--- src/rtl/adder_seq_ctrl.sv ---
// adder_seq_ctrl: performs WIDTH-bit add/subtract by feeding an external
// SLICE-bit adder slice one chunk per cycle, LSB chunk first. The carry is
// held between chunks, and a valid/ready handshake is used on each side.
module adder_seq_ctrl #(
  parameter int WIDTH = 64,
  parameter int SLICE = 16
) (
  input  logic             clk_i,
  input  logic             rst_n_i,
  input  logic             in_valid_i,
  output logic             in_ready_o,
  input  logic [WIDTH-1:0] a_i,
  input  logic [WIDTH-1:0] b_i,
  input  logic             cin_i,
  input  logic             sub_i,
  output logic [SLICE-1:0] slice_a_o,
  output logic [SLICE-1:0] slice_b_o,
  output logic             slice_cin_o,
  input  logic [SLICE-1:0] slice_sum_i,
  input  logic             slice_cout_i,
  output logic             out_valid_o,
  input  logic             out_ready_i,
  output logic [WIDTH-1:0] sum_o,
  output logic             cout_o,
  output logic             ovf_o
);

  localparam int NSLICE = WIDTH / SLICE;
  localparam int IDX_W  = (NSLICE > 1) ? $clog2(NSLICE) : 1;

  typedef enum logic [1:0] {
    IDLE = 2'd0,
    RUN  = 2'd1,
    DONE = 2'd2
  } state_t;

  state_t           state_q;
  logic [IDX_W-1:0] idx_q;
  logic             carry_q;
  logic [WIDTH-1:0] a_q;
  logic [WIDTH-1:0] b_q;
  logic [WIDTH-1:0] res_q;
  logic [WIDTH-1:0] sum_q;
  logic             cout_q;
  logic             ovf_q;
  logic             in_ready_q;
  logic             out_valid_q;

  // Partial result with the current slice sum merged into chunk idx.
  logic [WIDTH-1:0] res_d;
  logic             ovf_d;
  logic             last_chunk;

  logic [SLICE-1:0] a_chunk [NSLICE];
  logic [SLICE-1:0] b_chunk [NSLICE];

  // Split the latched operands into chunks and build the merged result.
  for (genvar gi = 0; gi < NSLICE; gi++) begin : g_chunk
    assign a_chunk[gi] = a_q[gi*SLICE +: SLICE];
    assign b_chunk[gi] = b_q[gi*SLICE +: SLICE];
    assign res_d[gi*SLICE +: SLICE] =
        (idx_q == IDX_W'(gi)) ? slice_sum_i : res_q[gi*SLICE +: SLICE];
  end

  assign last_chunk = (idx_q == IDX_W'(NSLICE - 1));

  // Signed overflow: operands (B already inverted for subtract) agree in
  // sign, but the final sum's sign differs from them.
  assign ovf_d = (a_q[WIDTH-1] == b_q[WIDTH-1]) &&
                 (res_d[WIDTH-1] != a_q[WIDTH-1]);

  // Drive the adder slice only while running; quiet zeros otherwise.
  always_comb begin
    slice_a_o   = '0;
    slice_b_o   = '0;
    slice_cin_o = 1'b0;
    if (state_q == RUN) begin
      slice_a_o   = a_chunk[idx_q];
      slice_b_o   = b_chunk[idx_q];
      slice_cin_o = carry_q;
    end
  end

  // Sequencer FSM: accept operands, step through chunks, hold the result.
  always_ff @(posedge clk_i or negedge rst_n_i) begin
    if (!rst_n_i) begin
      state_q     <= IDLE;
      idx_q       <= '0;
      carry_q     <= 1'b0;
      a_q         <= '0;
      b_q         <= '0;
      res_q       <= '0;
      sum_q       <= '0;
      cout_q      <= 1'b0;
      ovf_q       <= 1'b0;
      in_ready_q  <= 1'b1;
      out_valid_q <= 1'b0;
    end else begin
      case (state_q)
        IDLE: begin
          if (in_valid_i) begin
            a_q        <= a_i;
            // Subtract is A + ~B + 1.
            b_q        <= sub_i ? ~b_i : b_i;
            carry_q    <= sub_i ? 1'b1 : cin_i;
            idx_q      <= '0;
            in_ready_q <= 1'b0;
            state_q    <= RUN;
          end
        end
        RUN: begin
          res_q   <= res_d;
          carry_q <= slice_cout_i;
          if (last_chunk) begin
            // Publish the whole result at once so sum_o never shows a
            // partially built value.
            sum_q       <= res_d;
            cout_q      <= slice_cout_i;
            ovf_q       <= ovf_d;
            out_valid_q <= 1'b1;
            state_q     <= DONE;
          end else begin
            idx_q <= idx_q + IDX_W'(1);
          end
        end
        DONE: begin
          if (out_ready_i) begin
            out_valid_q <= 1'b0;
            in_ready_q  <= 1'b1;
            state_q     <= IDLE;
          end
        end
        default: begin
          out_valid_q <= 1'b0;
          in_ready_q  <= 1'b1;
          state_q     <= IDLE;
        end
      endcase
    end
  end

  assign in_ready_o  = in_ready_q;
  assign out_valid_o = out_valid_q;
  assign sum_o       = sum_q;
  assign cout_o      = cout_q;
  assign ovf_o       = ovf_q;

endmodule

--- config.mk ---
export PLATFORM = sky130hd
export DESIGN_NAME = adder_seq_ctrl
export DESIGN_NICKNAME = d
export VERILOG_FILES = /design/src/rtl/adder_seq_ctrl.sv
export SDC_FILE = /design/constraint.sdc
export NUM_CORES = 1
export LEC_CHECK = 0
export ABC_AREA = 1
export BUFFER_PORTS_ARGS = -buffer_cell sky130_fd_sc_hd__buf_2
export CAP_MARGIN = 25
export CELL_PAD_IN_SITES_DETAIL_PLACEMENT = 1
export CELL_PAD_IN_SITES_GLOBAL_PLACEMENT = 2
export CORE_MARGIN = 2
export CORE_UTILIZATION = 31
export CTS_CLUSTER_DIAMETER = 30
export DETAILED_ROUTE_END_ITERATION = 7
export GPL_TIMING_DRIVEN = 1
export PLACE_DENSITY = 0.8
export RECOVER_POWER = 50
export SLEW_MARGIN = 20
export SYNTH_ARGS = -nofsm -noshare
export SYNTH_HDL_FRONTEND = slang
export SYNTH_SLANG_ARGS = --single-unit
--- constraint.sdc ---
create_clock -name clk_i -period 2 [get_ports clk_i]
set_input_delay 0.3 -clock clk_i [delete_from_list [all_inputs] [get_ports clk_i]]
set_output_delay 0.3 -clock clk_i [all_outputs]
set_load 0.03 [all_outputs]
### Word level (Yosys, flattened, before mapping)

Cells that the tools add are included.

| cells by class | value |
|---|---|
| reduce and logical (&&, ||, !) cells | 11 |
| add/subtract/negate cells | 1 |
| bitwise logic cells | 4 |
| equality and inequality tests | 11 |
| order comparisons | 1 |
| multiplexer cells | 30 |

Operator list:

| cell | number |
|---|---|
| $mux W16 | 10 |
| $bmux W16 S2 | 2 |
| $mux W64 | 1 |
| $not A64 Y64 | 1 |
| $reduce_and A3 Y1 | 4 |
| $mux W2 | 5 |
| $ne A2 B2 Y1 const B | 4 |
| $mux W1 | 7 |
| $eq A2 B2 Y1 const B | 3 |
| $pmux W1 S3 | 2 |
| $pmux W2 S3 | 1 |
| $reduce_and A2 Y1 | 3 |
| $eq A2 B1 Y1 const B | 2 |
| $logic_not A2 Y1 | 2 |
| $pmux W2 S2 | 1 |
| $ge A3 B3 Y1 const B | 1 |
| $not A2 Y3 | 1 |
| $add A2 B1 Y2 const B | 1 |
| $not A1 Y1 | 2 |
| $pmux W1 S2 | 1 |
| $reduce_bool A2 Y1 | 1 |
| $eq A1 B1 Y1 | 1 |
| $logic_and A1 B1 Y1 | 1 |
| $ne A1 B1 Y1 | 1 |

| storage, ports and cells | value |
|---|---|
| word-level logic and storage cells | 69 |
| input bits | 151 |
| output and inout port bits | 101 |
| flip-flop bits (word level) | 265 |

### Depth between registers and ports, before layout

Gate-level depths: netlist of the first run.

| logic depth | value |
|---|---|
| depth in word-level cells | 5 |
| mapped depth | 9 |
| depth with buffers taken out | 7 |

### Worst setup path before layout of the first run

Ideal clock, no wire load.

| timing path | value |
|---|---|
| path type | flip-flop to output port |
| from | register idx_q[1] |
| to | output slice_a_o[10] |
| arrival time | 1453 ps |
| data required time | 1700 ps |
| path slack | 247 ps |
| cell stages (with the launch flop) | 6 |
| cell sequence | dfrtp_1 clkbuf_1 inv_1 buf_2 nand3_1 a21oi_1 |

| on the way | value |
|---|---|
| longest elaborated chain between the ends | 5 |

Ends and longest elaborated chain:

| item | line | RTL |
|---|---|---|
| from (decl) | 38 | `logic [IDX_W-1:0] idx_q;` |
| from (signal assigned) | 123 | `idx_q <= idx_q + IDX_W'(1);` |
| $not A2 Y3 (not written as such) | 78 | `slice_a_o = a_chunk[idx_q];` |
| $bmux W16 S2 | 78 |  |
| $mux W16 (not written as such) (2 in series) | 78 |  |
| $mux W16 | 77 | `if (state_q == RUN) begin` |
| to (decl) | 16 | `output logic [SLICE-1:0] slice_a_o,` |

Every way passes these cells. The select of a mux whose other input is x is not followed.

### Worst setup path after layout of the first run

| timing path | value |
|---|---|
| from | register idx_q[1] |
| to | output slice_a_o[9] |

Same word-level chain as after synthesis.

==> results of run 1 <==
power breakdown:
part | switching [uW] | internal [uW] | total [uW]
Combinational | 9980 | 5140 | 15100
Clock | 3490 | 8250 | 11700
Sequential | 1080 | 7460 | 8540
state kept, by name (all words and copies together), names as in the netlist:
register / flops
ovf_o: 1
carry_q: 1
idx_q: 2
cout_o: 1
res_q: 49
a_q: 64
in_ready_o: 1
b_q: 64
sum_o: 64
state_q: 2
out_valid_o: 1
kinds of logic (layout without fill, tap and decap cells):
family	Yosys count	after routing	share of synthesized area (%)
DFF	250	250	52.5
AOI/OAI and AO/OA	259	259	10.9
buffers and inverters	280	684	10.1
adders and majority gates	4	4	0.420
other	0	1	0
xor gates and xnor gates	64	64	4.70
and+or+nand+nor	647	647	21.4
timing repair:
| item | CTS | global route |
|---|---|---|
| gates resized for setup | 162 | 47 |
| hold endpoints to repair | 109 | 0 |
| pin swaps | 31 | 18 |
| hold buffers | 68 | 0 |
| setup endpoints to repair | 32 | 32 |
| gates cloned | 4 | 0 |
| buffers inserted | 7 | 2 |
worst max-delay path, cell delays in order, from the launching register on:
cell	delay (ns)
dfrtp_2	0.42
clkinvlp_4	0.13
buf_6	0.14
buf_16	0.17
nand3_2	0.10
a21oi_2	0.16
buf_6	0.15
per-stage QoR:
stage	hold WS, ns	util, %	cell area [um^2]
floorplan	0.00441	-	11900
global placement	0.246	36.3	13700
detailed placement	0.243	36.3	13700
CTS	0.000886	46.9	17700
global route	0.0299	47.2	17800
finish	0.0222	47.3	17800
Yosys cell counts:
| library cell | number | area [um^2] |
|---|---|---|
| ha_1 | 4 | 50.1 |
| inv_1 | 182 | 683 |
| nand4_1 | 1 | 6.26 |
| dfrtp_1 | 249 | 6230 |
| buf_2 | 36 | 180 |
| nand3_1 | 69 | 345 |
| dfstp_2 | 1 | 26.3 |
| inv_2 | 4 | 15.0 |
| nand2_1 | 571 | 2140 |
| buf_6 | 5 | 56.3 |
| nand2_4 | 1 | 11.3 |
| o21ai_1 | 45 | 225 |
| buf_1 | 6 | 22.5 |
| nand3_4 | 1 | 17.5 |
| nor2_1 | 2 | 7.51 |
| o21ai_0 | 182 | 911 |
| nor2_4 | 2 | 22.5 |
| buf_4 | 19 | 143 |
| xnor2_1 | 64 | 561 |
| clkbuf_1 | 28 | 105 |
| a21oi_1 | 32 | 160 |
metal layers:
| layer | GRT usage, % | up-vias | share of wire, % |
|---|---|---|---|
| li1 | - | 5344 | - |
| met1 | 27.1 | 5460 | 44 |
| met2 | 35.7 | 302 | 48 |
| met3 | 4.91 | 86 | 5.0 |
| met4 | 8.77 | 2 | 2.7 |
| met5 | 0 | - | 0.037 |
cell type report:
type,count,area [um^2],area share [%]
sequential,250,6260,35.1
multi-input combinational,974,4960,27.8
timing repair buffer,363,2730,15.3
clock buffer,98,2150,12.0
inverter,186,708,3.97
tap,511,639,3.58
clock inverter,37,397,2.22
antenna,1,2.50,0.0140
path summary, 6_finish.rpt:
check | from | to | slack [ns] | cells after the start
setup / recovery | idx_q[1] | slice_a_o[9] | -0.15 | 6
hold reg to reg | sum_o[36] | sum_o[36] | 0.46 | 2
setup reg to reg | state_q[1] | a_q[28] | 0.01 | 7
hold / removal | b_i[26] | b_q[26] | 0.02 | 3
min in group asynchronous | rst_n_i | res_q[25] | 0.55 | 2
max in group asynchronous | rst_n_i | b_q[57] | 0.19 | 3
==> results.py, run 1 <==
metrics = {
    "die": {
        "start_util_pct": 31.6,
        "rows": 71,
        "core-area_um2": 37800,
        "die-area_um2": 40000,
        "dieHeight_um": 200,
        "pin_count": 252,
        "die_x_um": 200,
    },
    "timing": {
        "drv_slew": 0,
        "setup_viol": 32,
        "slew_headroom_pct": 16.1,
        "finalHoldViolations": 0,
        "max_freq_mhz": 465,
        "fin_setup_tns_ns": -3.63,
        "fin_crit_sh_pct": 107,
        "layout_min_cycle_time_ns": 2.15,
        "worst_pin_slew_ns": 1.26,
        "setup_ws_ns": -0.148,
        "rsz0062_at_grt": "true",
        "clock_skew_ns": 0.0134,
    },
    "drt": {
        "drc": 0,
        "post_drt_wl_per_cell_um": 17.7,
        "routed_wl_mm": 42.9,
        "detail-route-antenna-nets": 0,
        "drtIter0Drc": 466,
        "via_per_inst": 4.63,
        "num_vias": 11194,
        "drt_pass1_iterations": 4,
    },
    "clocking": {
        "cts_root_buffer": "clkbuf_16",
        "cts_sinks": 250,
        "htree_levels": 3,
        "insertion_delay_ns": 0.57,
        "cts_tree": "done",
        "clockBufferDepth": 3,
        "clk_pin_slew_ns": 0.04,
        "cts-buffers-inserted": 75,
    },
    "layout": {
        "final-instance-count-excl-fill": 2420,
        "layout_commonest_cell": "nand2_1",
        "nNetsFinal": 2005,
        "drive_gt1_share_pct": 25.7,
        "syn_to_final_growth_pct": 49.6,
        "fillers": 4467,
        "final_cell_mix": "nand2_1 (562), dfrtp_1 (246), buf_2 (191)",
    },
    "job": {
        "cap_violations": 0,
    },
    "place": {
        "dp_slack_ns": 0.204,
        "port_buffers": 251,
        "numPlacedInstances": 2203,
        "hpwl_mm": 25.7,
        "place.gp.congestion": 0.796,
    },
    "grt": {
        "antenna_found_initial": 1,
        "grt_usage_pct": 21.5,
        "grt_pass1_wl_mm": 68.0,
        "grt_overflow_total": 0,
        "grt_max_degree": 77,
        "grt_pass1_vias": 12199,
    },
    "outcome": {
        "outcome": "finished, violations left",
        "violations": "negative setup slack",
    },
    "synth": {
        "synth_seq_cells": 250,
        "synth_cells": 1504,
        "yosysUniqueCellTypes": 21,
        "ys_warn_count": 0,
        "ys_seq_area_share_pct": 52.5,
        "avgSynthCellArea_um2": 7.93,
        "synth_area_um2": 11900,
        "synth_nets": 1659,
    },
    "setup_path": {
        "critPathKind": "register to primary output",
        "arrival_ns": 1.85,
        "path_max_fanout": 8,
        "start_kind": "register",
        "critPathRequiredTime_ns": 1.70,
        "end_kind": "primary output",
    },
    "pwr": {
        "max-vdd-ir-drop_uv": 840,
        "finalPower_uw": 35400,
        "p_per_area_nw_per_um2": 1980,
        "leakage_uw": 0.00880,
    },
    "worst_hold_path": {
        "hold_class": "primary input to register",
    },
}
Note: power is estimated with default switching activity, not from simulation.
==> run 2, diff against run 1 <==
--- a/config.mk
+++ b/config.mk
@@ -14,7 +14,7 @@
 export CORE_UTILIZATION = 31
 export CTS_CLUSTER_DIAMETER = 30
 export DETAILED_ROUTE_END_ITERATION = 7
-export GPL_TIMING_DRIVEN = 1
+export GPL_TIMING_DRIVEN = 0
 export PLACE_DENSITY = 0.8
 export RECOVER_POWER = 50
 export SLEW_MARGIN = 20
==> run 2 against run 1 <==
Compared with the run above: the flow still finishes with violations (negative setup slack); clock power hardly changed; setup slack lost 0.090 ns; via count up 3.5%.
==> results.py, run 2 (synthesis results as in run 1) <==
metrics = {
    "setup_path": {
        "path_max_fanout": 10,
        "slowest_delay_ns": 0.47,
        "start_kind": "register",
        "end_kind": "primary output",
        "crit_chain": "buf_8 -> buf_6 -> nand2_1 -> nand3_2 -> a21oi_2 -> buf_6",
        "critPathKind": "register to primary output",
        "critPathMostFrequentCell": "buf_6",
        "arrival_ns": 1.94,
        "critPathRequiredTime_ns": 1.70,
        "worst_path_max_delay_cell": "dfrtp_2",
    },
    "pwr": {
        "p_per_area_nw_per_um2": 1990,
        "max-vdd-ir-drop_uv": 1050,
        "leakage_uw": 0.00909,
        "finalPower_uw": 36700,
    },
    "clocking": {
        "cts_tree": "done",
        "htree_levels": 3,
        "clk_pin_slew_ns": 0.05,
        "clockBufferDepth": 3,
        "cts_root_buffer": "clkbuf_16",
        "insertion_delay_ns": 0.57,
        "cts_sinks": 250,
        "cts-buffers-inserted": 75,
    },
    "die": {
        "dieHeight_um": 200,
        "die_x_um": 200,
        "pin_count": 252,
        "core-area_um2": 37800,
        "die-area_um2": 40000,
        "rows": 71,
        "start_util_pct": 31.6,
    },
    "timing": {
        "clock_skew_ns": 0.0158,
        "layout_min_cycle_time_ns": 2.24,
        "finalHoldViolations": 0,
        "setup_ws_ns": -0.239,
        "slew_headroom_pct": 22.2,
        "worst_pin_slew_ns": 1.17,
        "max_freq_mhz": 447,
        "whs_ns": 0.0271,
        "rsz0062_at_grt": "true",
        "drv_slew": 0,
        "setup_viol": 52,
        "fin_crit_sh_pct": 112,
    },
    "drt": {
        "via_per_inst": 4.65,
        "detail-route-antenna-nets": 0,
        "post_drt_wl_per_cell_um": 18.4,
        "routed_wl_mm": 45.9,
        "drt_pass1_iterations": 4,
        "drtIter0Drc": 461,
        "num_vias": 11585,
        "drc": 0,
    },
    "layout": {
        "register_area_um2": 6260,
        "design_area_um2": 18400,
        "nNetsFinal": 2075,
        "syn_to_final_growth_pct": 54.3,
        "drive_gt1_share_pct": 29.4,
        "final_cell_mix": "nand2_1 (535), dfrtp_1 (247), buf_2 (213)",
        "multi_input_area_um2": 5050,
        "layout_commonest_cell": "nand2_1",
        "fillers": 4483,
    },
    "outcome": {
        "violations": "negative setup slack",
        "outcome": "finished, violations left",
    },
    "grt": {
        "grt_overflow_total": 0,
        "grt_max_degree": 86,
        "antenna_found_initial": 6,
        "grt_pass1_wl_mm": 71.6,
        "grt_pass1_vias": 12971,
        "grt_usage_pct": 22.8,
    },
    "place": {
        "hpwl_mm": 30.8,
        "dp_slack_ns": -0.535,
        "port_buffers": 250,
        "placed_cell_area_um2": 13900,
        "place.gp.congestion": 0.816,
    },
    "worst_hold_path": {
        "hold_class": "primary input to register",
    },
    "job": {
        "cap_violations": 0,
    },
}
## run 2: cell types whose count changed in the layout (fill, tap and decap cells not counted), sizes merged, moves of 2 or more
cell / before / now
clkbuf: 130 / 168
buf: 263 / 304
clkinv: 22 / 14
diode: 1 / 4
clkinvlp: 9 / 7
## run 2: per-layer routing
metal	wire length, um	vias to the layer above	GRT usage [%]
met4	1670	4	10.6
li1	-	5506	-
met1	19700	5675	27.9
met3	2170	102	5.74
met2	22400	298	37.9
met5	24	-	0
## run 2: final timing paths
| check | slack [ns] | depth (start not counted) | to | startpoint |
|---|---|---|---|---|
| worst min-delay path | 0.03 | 3 | b_q[26] | b_i[26] |
| min in group asynchronous | 0.49 | 2 | sum_o[22] | rst_n_i |
| worst max-delay path | -0.24 | 6 | slice_a_o[14] | idx_q[0] |
| max in group asynchronous | 0.12 | 4 | sum_o[46] | rst_n_i |
| worst min register to register | 0.46 | 2 | sum_o[63] | sum_o[63] |
| worst max register to register | -0.10 | 8 | a_q[59] | state_q[1] |
## run 2: metrics by stage
| step | utilization [%] | setup TNS [ns] | instances |
|---|---|---|---|
| after floorplan | - | 0 | 1504 |
| after global placement | 36.6 | -1079.86 | 2265 |
| after detailed placement | 36.8 | -42.43 | 2268 |
| after CTS | 47.6 | -5.85 | 2477 |
| after global routing | 48.7 | -34.78 | 2492 |
| final | 48.7 | -6.24 | 2493 |
## run 2: timing repair
action | 4_1_cts | 5_1_grt
hold endpoints to repair | 153 | 1
pin swaps | 22 | 21
resized for setup | 214 | 102
hold buffers | 67 | 1
buffers inserted | 7 | 6
endpoints found under the setup margin | 129 | 90
gates cloned | 0 | 5
## run 2: critical path: cells and delay by family, from the launching register on
family	cells	cell delay [ns]
compound gates	1	0.22
buf+inv	3	0.49
flops	1	0.47
simple gates	2	0.19
## run 2: area by class of cell
type | instances | area share (%)
flip-flops and latches | 250 | 34.0
multi-input cells | 975 | 27.4
repair buffers | 338 | 12.8
clock buffers | 108 | 12.3
plain buffers | 94 | 4.18
inverters | 186 | 3.89
well taps | 511 | 3.48
clock inverters | 27 | 1.82
diodes | 4 | 0.0544
## run 2: power by group
part | switching, uW | internal (uW) | total [uW]
Combinational | 10500 | 5620 | 16100
Sequential | 1050 | 7460 | 8510
Clock | 3390 | 8660 | 12000
Total | 15000 | 21700 | 36700
==> run 3, diff against run 2 <==
--- a/config.mk
+++ b/config.mk
@@ -21,3 +21,4 @@
 export SYNTH_ARGS = -nofsm -noshare
 export SYNTH_HDL_FRONTEND = slang
 export SYNTH_SLANG_ARGS = --single-unit
+export TNS_END_PERCENT = 10
==> run 3 against run 2 <==
Compared with the run above: the run still ends with negative setup slack left; utilization is 0.62 points lower; cell count is 0.36% lower; first-iteration DRC count is 5.2% lower; maximum frequency is 1.6% higher; register-to-register slack better by 0.08 ns; routed wire length is 1.6% lower; sequential cell count stayed put; die area stayed put; non-clock buffer count is 8 lower; clock power hardly changed.
==> results.py, run 3 (synthesis results as in run 1) <==
metrics = {
    "pwr": {
        "switchingPower_uw": 14600,
        "finalPower_uw": 36100,
        "switching_share_pct": 40.5,
        "max-vdd-ir-drop_uv": 963,
        "leakage_uw": 0.00904,
        "p_per_area_nw_per_um2": 1990,
        "pwr-share-seq_pct": 23.6,
        "p_int_uw": 21500,
        "p_clk_share_pct": 33.4,
        "pwr-share-comb_pct": 43.0,
    },
    "setup_path": {
        "arrival_ns": 1.90,
        "worstRegToRegCells": 9,
        "path_max_fanout": 10,
        "end_kind": "primary output",
        "crit-reg2reg-launch": "idx_q[0]",
        "start_kind": "register",
        "critPathKind": "register to primary output",
        "critPathRequiredTime_ns": 1.70,
        "rr_endpoint": "res_q[47]",
        "r2r_slack_ns": -0.02,
    },
    "worst_hold_path": {
        "holdPathEnd": "b_q[26]",
        "hp-start": "b_i[26]",
        "hold_path_depth": 3,
        "hold_class": "primary input to register",
    },
    "timing": {
        "layout_min_cycle_time_ns": 2.20,
        "clock_skew_ns": 0.0175,
        "rsz0062_at_grt": "true",
        "whs_ns": 0.0275,
        "worst_pin_slew_ns": 1.17,
        "fin_setup_tns_ns": -5.54,
        "setup_ws_ns": -0.205,
        "max_freq_mhz": 454,
        "slew_headroom_pct": 22.3,
        "setup_viol": 34,
        "fin_crit_sh_pct": 110,
        "drv_slew": 0,
        "finalHoldViolations": 0,
    },
    "grt": {
        "grt_usage_pct": 22.8,
        "grt_overflow_total": 0,
        "grt_pass1_vias": 12900,
        "antenna_found_initial": 6,
        "grt_max_degree": 86,
        "grt_pass1_wl_mm": 71.5,
    },
    "clocking": {
        "insertion_delay_ns": 0.57,
        "cts-buffers-inserted": 75,
        "clockBufferDepth": 3,
        "clk_pin_slew_ns": 0.05,
        "htree_levels": 3,
        "cts_root_buffer": "clkbuf_16",
        "cts_sinks": 250,
        "cts_tree": "done",
    },
    "job": {
        "cap_violations": 0,
    },
    "die": {
        "die-area_um2": 40000,
        "dieHeight_um": 200,
        "start_util_pct": 31.6,
        "core-area_um2": 37800,
        "die_x_um": 200,
        "pin_count": 252,
        "rows": 71,
    },
    "layout": {
        "layout_commonest_cell": "nand2_1",
        "design_area_um2": 18200,
        "nNetsFinal": 2066,
        "syn_to_final_growth_pct": 52.3,
        "drive_gt1_share_pct": 28.1,
        "final_cell_mix": "nand2_1 (552), dfrtp_1 (248), buf_2 (226)",
    },
    "place": {
        "place.gp.congestion": 0.816,
        "placed_cell_area_um2": 13900,
        "hpwl_mm": 30.8,
        "dp_slack_ns": -0.535,
        "port_buffers": 250,
    },
    "drt": {
        "detail-route-antenna-nets": 0,
        "post_drt_wl_per_cell_um": 18.2,
        "drt_pass1_iterations": 5,
        "via_per_inst": 4.65,
        "drtIter0Drc": 437,
        "routed_wl_mm": 45.2,
        "num_vias": 11541,
        "drc": 0,
    },
    "outcome": {
        "outcome": "finished, violations left",
        "violations": "negative setup slack",
    },
}
-- run 3: per-stage QoR --
stage | util [%] | cells
after detailed placement | 36.8 | 2268
final | 48.1 | 2484
after global routing | 48.1 | 2483
after global placement | 36.6 | 2265
after CTS | 47.4 | 2476
after floorplan | - | 1504
-- run 3: power by group through the flow --
stage	Combinational (uW)	Sequential (uW)	Clock, uW
2_1_floorplan	7490	9520	0
3_3_place_gp	12500	8450	0
3_5_place_dp	12900	8520	0
6_report	15500	8520	12100
5_1_grt	17100	8790	12600
4_1_cts	15000	8500	12200
-- run 3: routing by layer --
layer / global-route usage, % / share of wire (%) / routed length (um)
met5: 0 / 0.053 / 24
met2: 38.1 / 49 / 22000
met4: 9.89 / 3.5 / 1570
met1: 27.9 / 43 / 19300
met3: 5.60 / 5.1 / 2310
-- run 3: what timing repair did --
item,in CTS,in global routing
endpoints found under the setup margin,129,94
cloned,0,2
hold buffers,67,1
pin swaps,20,21
endpoints found under the hold margin,153,1
buffers inserted,6,1
gates resized for setup,200,69
-- run 3: critical path: stages (launching register included) --
cell	delay [ns]
dfrtp_2	0.46
inv_4	0.07
buf_12	0.15
buf_8	0.15
nand2_1	0.09
nand3_2	0.08
a21oi_2	0.19
buf_6	0.15
-- run 3: layout make-up --
type                       instances  area, um^2
fill                            4500       19600
sequential                       250        6260
multi-input combinational        974        4900
timing repair buffer             330        2300
clock buffer                     108        2270
buffer                            94         741
inverter                         186         713
tap                              511         639
clock inverter                    27         335
antenna                            4        10.0
-- run 3: worst max-delay path by stage --
stage	cells after the start	start	end	slack [ns]
2_1_floorplan	5	idx_q[1]	slice_a_o[10]	0.25
3_3_place_gp	1	rst_n_i	a_q[21]	-4.19
3_5_place_dp	9	idx_q[1]	res_q[17]	-0.54
4_1_cts	7	idx_q[0]	slice_b_o[2]	-0.21
5_1_grt	7	idx_q[0]	slice_a_o[9]	-0.28
6_report	7	idx_q[0]	slice_a_o[9]	-0.20
